### src/rtl/screen_pkg.sv
// Shared screen codes and game states for the sequencer and multidisplay.
// Both blocks decode the same constants, so they live here.
package screen_pkg;

    typedef enum logic [2:0] {IDLE, CNT3, CNT2, CNT1, GO, PLAY, P1WIN, P2WIN} game_state_t;

    localparam logic [5:0] SCR_BLANK = 6'd0;
    localparam logic [5:0] SCR_GO    = 6'd31;
    localparam logic [5:0] SCR_ONE   = 6'd32;
    localparam logic [5:0] SCR_TWO   = 6'd33;
    localparam logic [5:0] SCR_THREE = 6'd34;
    localparam logic [5:0] SCR_P2WIN = 6'd35;
    localparam logic [5:0] SCR_P1WIN = 6'd36;

    localparam logic [1:0] WIN_NONE = 2'b00;
    localparam logic [1:0] WIN_P1   = 2'b01;
    localparam logic [1:0] WIN_P2   = 2'b10;

endpackage

### src/rtl/screen_sequencer_step_timer.sv
// Terminal-count timer for the countdown screens; done pulses on the last tick.
// The owner clears it explicitly, so it never wraps on its own.
module step_timer #(
    parameter int TICKS = 1_000_000
) (
    input  logic clk,
    input  logic reset,
    input  logic clear,
    input  logic en,
    output logic done
);
    localparam int W = (TICKS > 1) ? $clog2(TICKS) : 1;
    localparam logic [W-1:0] LAST = W'(TICKS - 1);

    logic [W-1:0] count;

    assign done = en && (count == LAST);

    always_ff @(posedge clk or posedge reset) begin
        if (reset)      count <= '0;
        else if (clear) count <= '0;
        else if (en)    count <= count + 1'b1;
    end
endmodule

### src/rtl/screen_sequencer.sv
// Game-flow controller: idle, 3-2-1-GO countdown, tug-of-war play, win screens.
// Screen, playing and winner are registered from the next-state values.
module screen_sequencer
    import screen_pkg::*;
#(
    parameter int STEP_TICKS = 1_000_000,
    parameter int POS_MIN    = 16,
    parameter int POS_MAX    = 30,
    parameter int POS_INIT   = 23
) (
    input  logic       clk,
    input  logic       reset,
    input  logic       start,
    input  logic       p1_press,
    input  logic       p2_press,
    output logic [5:0] screen,
    output logic       playing,
    output logic [1:0] winner
);
    localparam logic [5:0] PMIN  = 6'(POS_MIN);
    localparam logic [5:0] PMAX  = 6'(POS_MAX);
    localparam logic [5:0] PINIT = 6'(POS_INIT);

    game_state_t state, state_d;
    logic [5:0]  pos, pos_d, screen_d;
    logic [1:0]  winner_d;
    logic        tmr_clear, tmr_en, tmr_done;

    assign tmr_en = (state == CNT3) || (state == CNT2) || (state == CNT1) || (state == GO);

    step_timer #(.TICKS(STEP_TICKS)) u_timer (
        .clk   (clk),
        .reset (reset),
        .clear (tmr_clear),
        .en    (tmr_en),
        .done  (tmr_done)
    );

    always_comb begin
        state_d   = state;
        pos_d     = pos;
        winner_d  = winner;
        tmr_clear = 1'b0;
        case (state)
            IDLE: if (start) begin state_d = CNT3; tmr_clear = 1'b1; end
            CNT3: if (tmr_done) begin state_d = CNT2; tmr_clear = 1'b1; end
            CNT2: if (tmr_done) begin state_d = CNT1; tmr_clear = 1'b1; end
            CNT1: if (tmr_done) begin state_d = GO;   tmr_clear = 1'b1; end
            GO: if (tmr_done) begin
                state_d   = PLAY;
                pos_d     = PINIT;
                tmr_clear = 1'b1;
            end
            PLAY: begin
                // Simultaneous presses cancel, so only a lone press moves the barrier.
                if (p1_press && !p2_press) begin
                    if (pos >= PMAX) begin state_d = P1WIN; winner_d = WIN_P1; end
                    else pos_d = pos + 6'd1;
                end else if (p2_press && !p1_press) begin
                    if (pos <= PMIN) begin state_d = P2WIN; winner_d = WIN_P2; end
                    else pos_d = pos - 6'd1;
                end
            end
            P1WIN, P2WIN: if (start) begin
                state_d   = CNT3;
                winner_d  = WIN_NONE;
                tmr_clear = 1'b1;
            end
            default: state_d = IDLE;
        endcase

        case (state_d)
            CNT3:    screen_d = SCR_THREE;
            CNT2:    screen_d = SCR_TWO;
            CNT1:    screen_d = SCR_ONE;
            GO:      screen_d = SCR_GO;
            PLAY:    screen_d = pos_d;
            P1WIN:   screen_d = SCR_P1WIN;
            P2WIN:   screen_d = SCR_P2WIN;
            default: screen_d = SCR_BLANK;
        endcase
    end

    always_ff @(posedge clk or posedge reset) begin
        if (reset) begin
            state   <= IDLE;
            pos     <= PINIT;
            screen  <= SCR_BLANK;
            playing <= 1'b0;
            winner  <= WIN_NONE;
        end else begin
            state   <= state_d;
            pos     <= pos_d;
            screen  <= screen_d;
            playing <= (state_d == PLAY);
            winner  <= winner_d;
        end
    end
endmodule

### config.mk
export PLATFORM = sky130hd
export DESIGN_NAME = screen_sequencer
export DESIGN_NICKNAME = d
export VERILOG_FILES = /design/src/rtl/screen_pkg.sv /design/src/rtl/screen_sequencer_step_timer.sv /design/src/rtl/screen_sequencer.sv
export SDC_FILE = /design/constraint.sdc
export NUM_CORES = 1
export LEC_CHECK = 0
export BUFFER_PORTS_ARGS = -buffer_cell sky130_fd_sc_hd__buf_2
export CAP_MARGIN = 5
export CORE_MARGIN = 4
export CORE_UTILIZATION = 52
export CTS_BUF_LIST = sky130_fd_sc_hd__clkbuf_8
export DETAILED_ROUTE_END_ITERATION = 10
export PLACE_DENSITY = 0.7
export SETUP_SLACK_MARGIN = 0.1
export SYNTH_ARGS = -nofsm -noshare
export SYNTH_HDL_FRONTEND = slang
export SYNTH_SLANG_ARGS = --single-unit
### constraint.sdc
create_clock -name clk -period 3.8 [get_ports clk]
set_input_delay 0.19 -clock clk [delete_from_list [all_inputs] [get_ports clk]]
set_output_delay 0.19 -clock clk [all_outputs]
set_load 0.02 [all_outputs]
==> results <==
- The most common cell after layout, fill and taps aside is dfrtp_1.
- The overall overflow remaining after global route is 0.
- Entering global routing, the biggest net connects 39 pins.
- The synthesized design devotes to its leading area cell type 37.40% of total area.
- The number of clock buffers added by TritonCTS is 5.
- The slowest cell on the critical path is or4_1.
- The total count of hold-check failures in the final report is 12.
- In this design, the critical path's most frequently occurring cell is or4_1.
- The critical path in this run is classified as reg -> reg.
- Yosys mapped a number of flops with a built-in enable equal to 0.
- The number of I/O port buffers is 13.
- The flip-flop and latch count after synthesis is 38.
- The die covers 5497 sq um.
- For this run, asynchronously set or reset flops after synthesis account for 100.0%.
- The maximum fanout along the worst path is 10.
- The maximum VDD drop is 0.2773 mV.
- The total instance count after detailed placement is 304.
- Setup violations remaining at the end of the flow were counted as 0.
- The final reports fail on negative hold slack.
- The analysis attributes to cell leakage a power of 1.066 nW.
- The endpoint type of the worst setup path is a flop.
- The area growth from synthesis to layout is 8.801%.
- The count of nets left with antenna violations once routing finished came out at 0.
- The final routed wirelength across all metal layers is 4.868 mm.
- The power density over the cells is 291.7 nW/um^2.
- The run finished, with violations left.
- Static timing analysis puts the maximum clock frequency at 365.6 MHz.
- Measured along the x axis, the die boundary spans 74.14 microns.
- The H-tree was split into 2 levels.
- The count of unresolved DRC violations after routing is 0.
- The placer's final routability congestion estimate is 0.8296.
- Summed over all instances, the cell type with the most area after synthesis is dfrtp_1.
- The data required time at the worst endpoint is 3.97 ns.
- The critical path launch point type is a flop.
- From bottom edge to top edge, the die measures 74.14 microns.
- The first detailed-routing pass ran for 4 iterations.
- The class of the tightest hold or removal check is in -> async.
- CTS saw 38 sinks.
- Clock tree synthesis selected as its root buffer the cell clkbuf_8.
- In this run the deepest clock path goes through 2 buffers.
- The clock tree from TritonCTS is built.
- The final number of max-transition violations is 0.
- The average size of a mapped cell is 9.172 sq um.
- The arrival time reported for the critical path endpoint is 2.91 ns.
- The DRC marker count from the first detailed-route iteration is 145.
- The total via count after detailed routing is 1853.
- The post-cts sizing count is 0.
- The I/O pin count is 14.
- The worst stage delay on the critical path is 0.60 ns.
- Setup repair after global routing left no endpoint under its margin.
- The number of synthesis warnings is 0.
- In this run, distinct cell masters in the synthesized netlist total 51.
- Once the floorplan was initialized, standard cells occupied 55.28% of the core.
- In the final routed layout, each cell accounts on average for 15.60 microns.
- The source-to-sink clock delay at the later pin of the worst-skew pair is 0.30 ns.
- The worst-case register-to-register setup slack is 1.06 ns.
- At the pin with the least slew margin, the transition time is 1.156 ns.
- The register clock-pin slew on the reported worst setup and hold paths is 0.08 ns.
- The tool flagged a number of max-cap violations equal to 0.
- The antenna diode count is 0.
- The estimated wirelength of the detail-placed design is 3.570 mm.
- The floorplan has 23 rows.
- After the flow finishes, the layout carries non-filler instances totaling 312.
- The worst path in the final design needs a cycle of 2.735 ns, including I/O delays and setup.
- The detailed-route vias per instance is 5.939.
- In this run the standard cell core region covers 4115 sq um.
- The number of global-route vias before repair is 1745.
- Counting every instance in the synthesized netlist gives 248.
- The total negative setup slack is 0 ns.
- Between clock sinks in the finished design, the worst skew comes to 0.007249 ns.
- The most used flip-flop cell after synthesis is dfrtp_1.
- The number of nets in the synthesized netlist is 259.
- Once the clock tree was built, the setup fixing pass inserted 0 buffers.
- Sorting the synthesized cells by area gives the leading types as dfrtp_1 37%, dfstp_2 4.6%, nor2_1 4.6%.
- Of the synthesized area, sequential elements account for 42.02%.
- Hold timing on the final database bottoms out at a slack of -0.01680 ns.
- After the last flow step, the layout net total stands at 272.
- The worst slew margin relative to its limit is 20.94%.
- Of the available clock period, the critical path in the final layout requires 71.98%.
- In the final layout, the share of cells above drive strength 1 is 13.74%.
- In the layout the commonest cells are 34 x dfrtp_1, 28 x nor2_1, 17 x nand2_1.
- The number of hold-repair buffers added at the cts stage is 0.
- Traced cell by cell, the critical path runs through or4_1, or4_1, or3_4, a31oi_4, and2_4, a211oi_2.
- The cell area that synthesis handed to floorplanning was 2275 sq um.
- The total power is 0.0007219 W.
- Global routing consumed, over all layers together, 20.03% of the routing resources.
- The initial antenna violation count came to 0.
- The wire length of the first global-routing pass is 8.404 mm.
==> synth_stat cells (all sizes together) (2+ instances only) <==
library cell and count:
nor4 5, xor2 11, o211a 2, o21a 3
a31oi 3, nand3 14, o31a 2, a211oi 4
a22oi 2, a31o 2, clkbuf 6, dfstp 4
nand2 17, nand4 9, dfrtp 34, o31ai 3
and3 4, o21ai 10, o2111ai 2, a21oi 7
buf 3, nor2b 3, o211ai 5, ha 6
inv 15, or3 3, xnor2 10, nor2 28
a211o 2, and2 2, or4 5, nand2b 3
nor3 6
==> power by group <==
part           leakage (nW)  internal, W  switching (W)   total, W
Clock                0.0472     0.000146       0.000150   0.000296
Sequential            0.466     0.000404              0   0.000404
Combinational         0.554   0.00000577      0.0000155  0.0000213
Total                  1.07     0.000556       0.000166   0.000722
==> metrics by stage <==
stage	hold slack (ns)	utilization, %	area [sq um]	worst slack (ns)
3_5_place_dp	0.3398	57.83	2380	1.103
6_report	-0.01680	60.14	2475	1.065
4_1_cts	0.01668	60.14	2475	1.098
5_1_grt	0.04520	60.14	2475	0.9489
3_3_place_gp	0.3289	57.83	2380	1.186
2_1_floorplan	0.3794	-	2275	1.341
==> logic make-up (layout without fill, tap and decap cells) <==
kind of cell / Yosys count / count (layout) / synth area share [%]
flip-flops: 38 / 38 / 42.02
adder cells (fa/ha/maj): 6 / 6 / 3.300
AND/OR/NAND/NOR: 101 / 101 / 22.44
AO/OA/AOI/OAI: 56 / 56 / 19.09
XOR/XNOR: 21 / 21 / 8.086
buffers and inverters: 24 / 38 / 4.125
multiplexers: 2 / 2 / 0.9351
==> state kept, by name, indices dropped and copies added (netlist names) <==
name           count
pos                6
u_timer.count     20
state              3
playing            1
screen             6
winner             2
==> final timing paths <==
check                                 end  cells past startpoint              start
worst max-delay path            screen[1]                      6  u_timer.count[10]
worst min-delay path            winner[0]                      3              reset
worst max register to register  screen[1]                      6  u_timer.count[10]
worst min register to register  winner[1]                      2          winner[1]
max in group asynchronous          pos[1]                      3              reset
min in group clk                winner[1]                      4              start
==> metal layers <==
metal | track usage (%) | vias up | wire [microns]
met2 | 26.28 | 44 | 1969
met3 | 5.405 | 9 | 245
met1 | 31.42 | 875 | 2566
met5 | 0 | - | 0
li1 | - | 925 | -
met4 | 6.640 | 0 | 87
==> critical path, delay by kind of cell (launching register included) <==
kind,cells,cell delay [ns]
simple gates,4,1.79
flops,1,0.43
compound gates,2,0.38
==> area by class of cell <==
class                           instances  area [sq um]
Fill cell                             369          1640
Clock inverter                          2         12.51
Timing Repair Buffer                   15         80.08
Tap cell                               50         62.56
Clock buffer                            6         82.58
Inverter                               15         56.30
Multi-Input combinational cell        186          1225
Sequential cell                        38         955.9
Note: power is estimated with default switching activity, not from simulation.
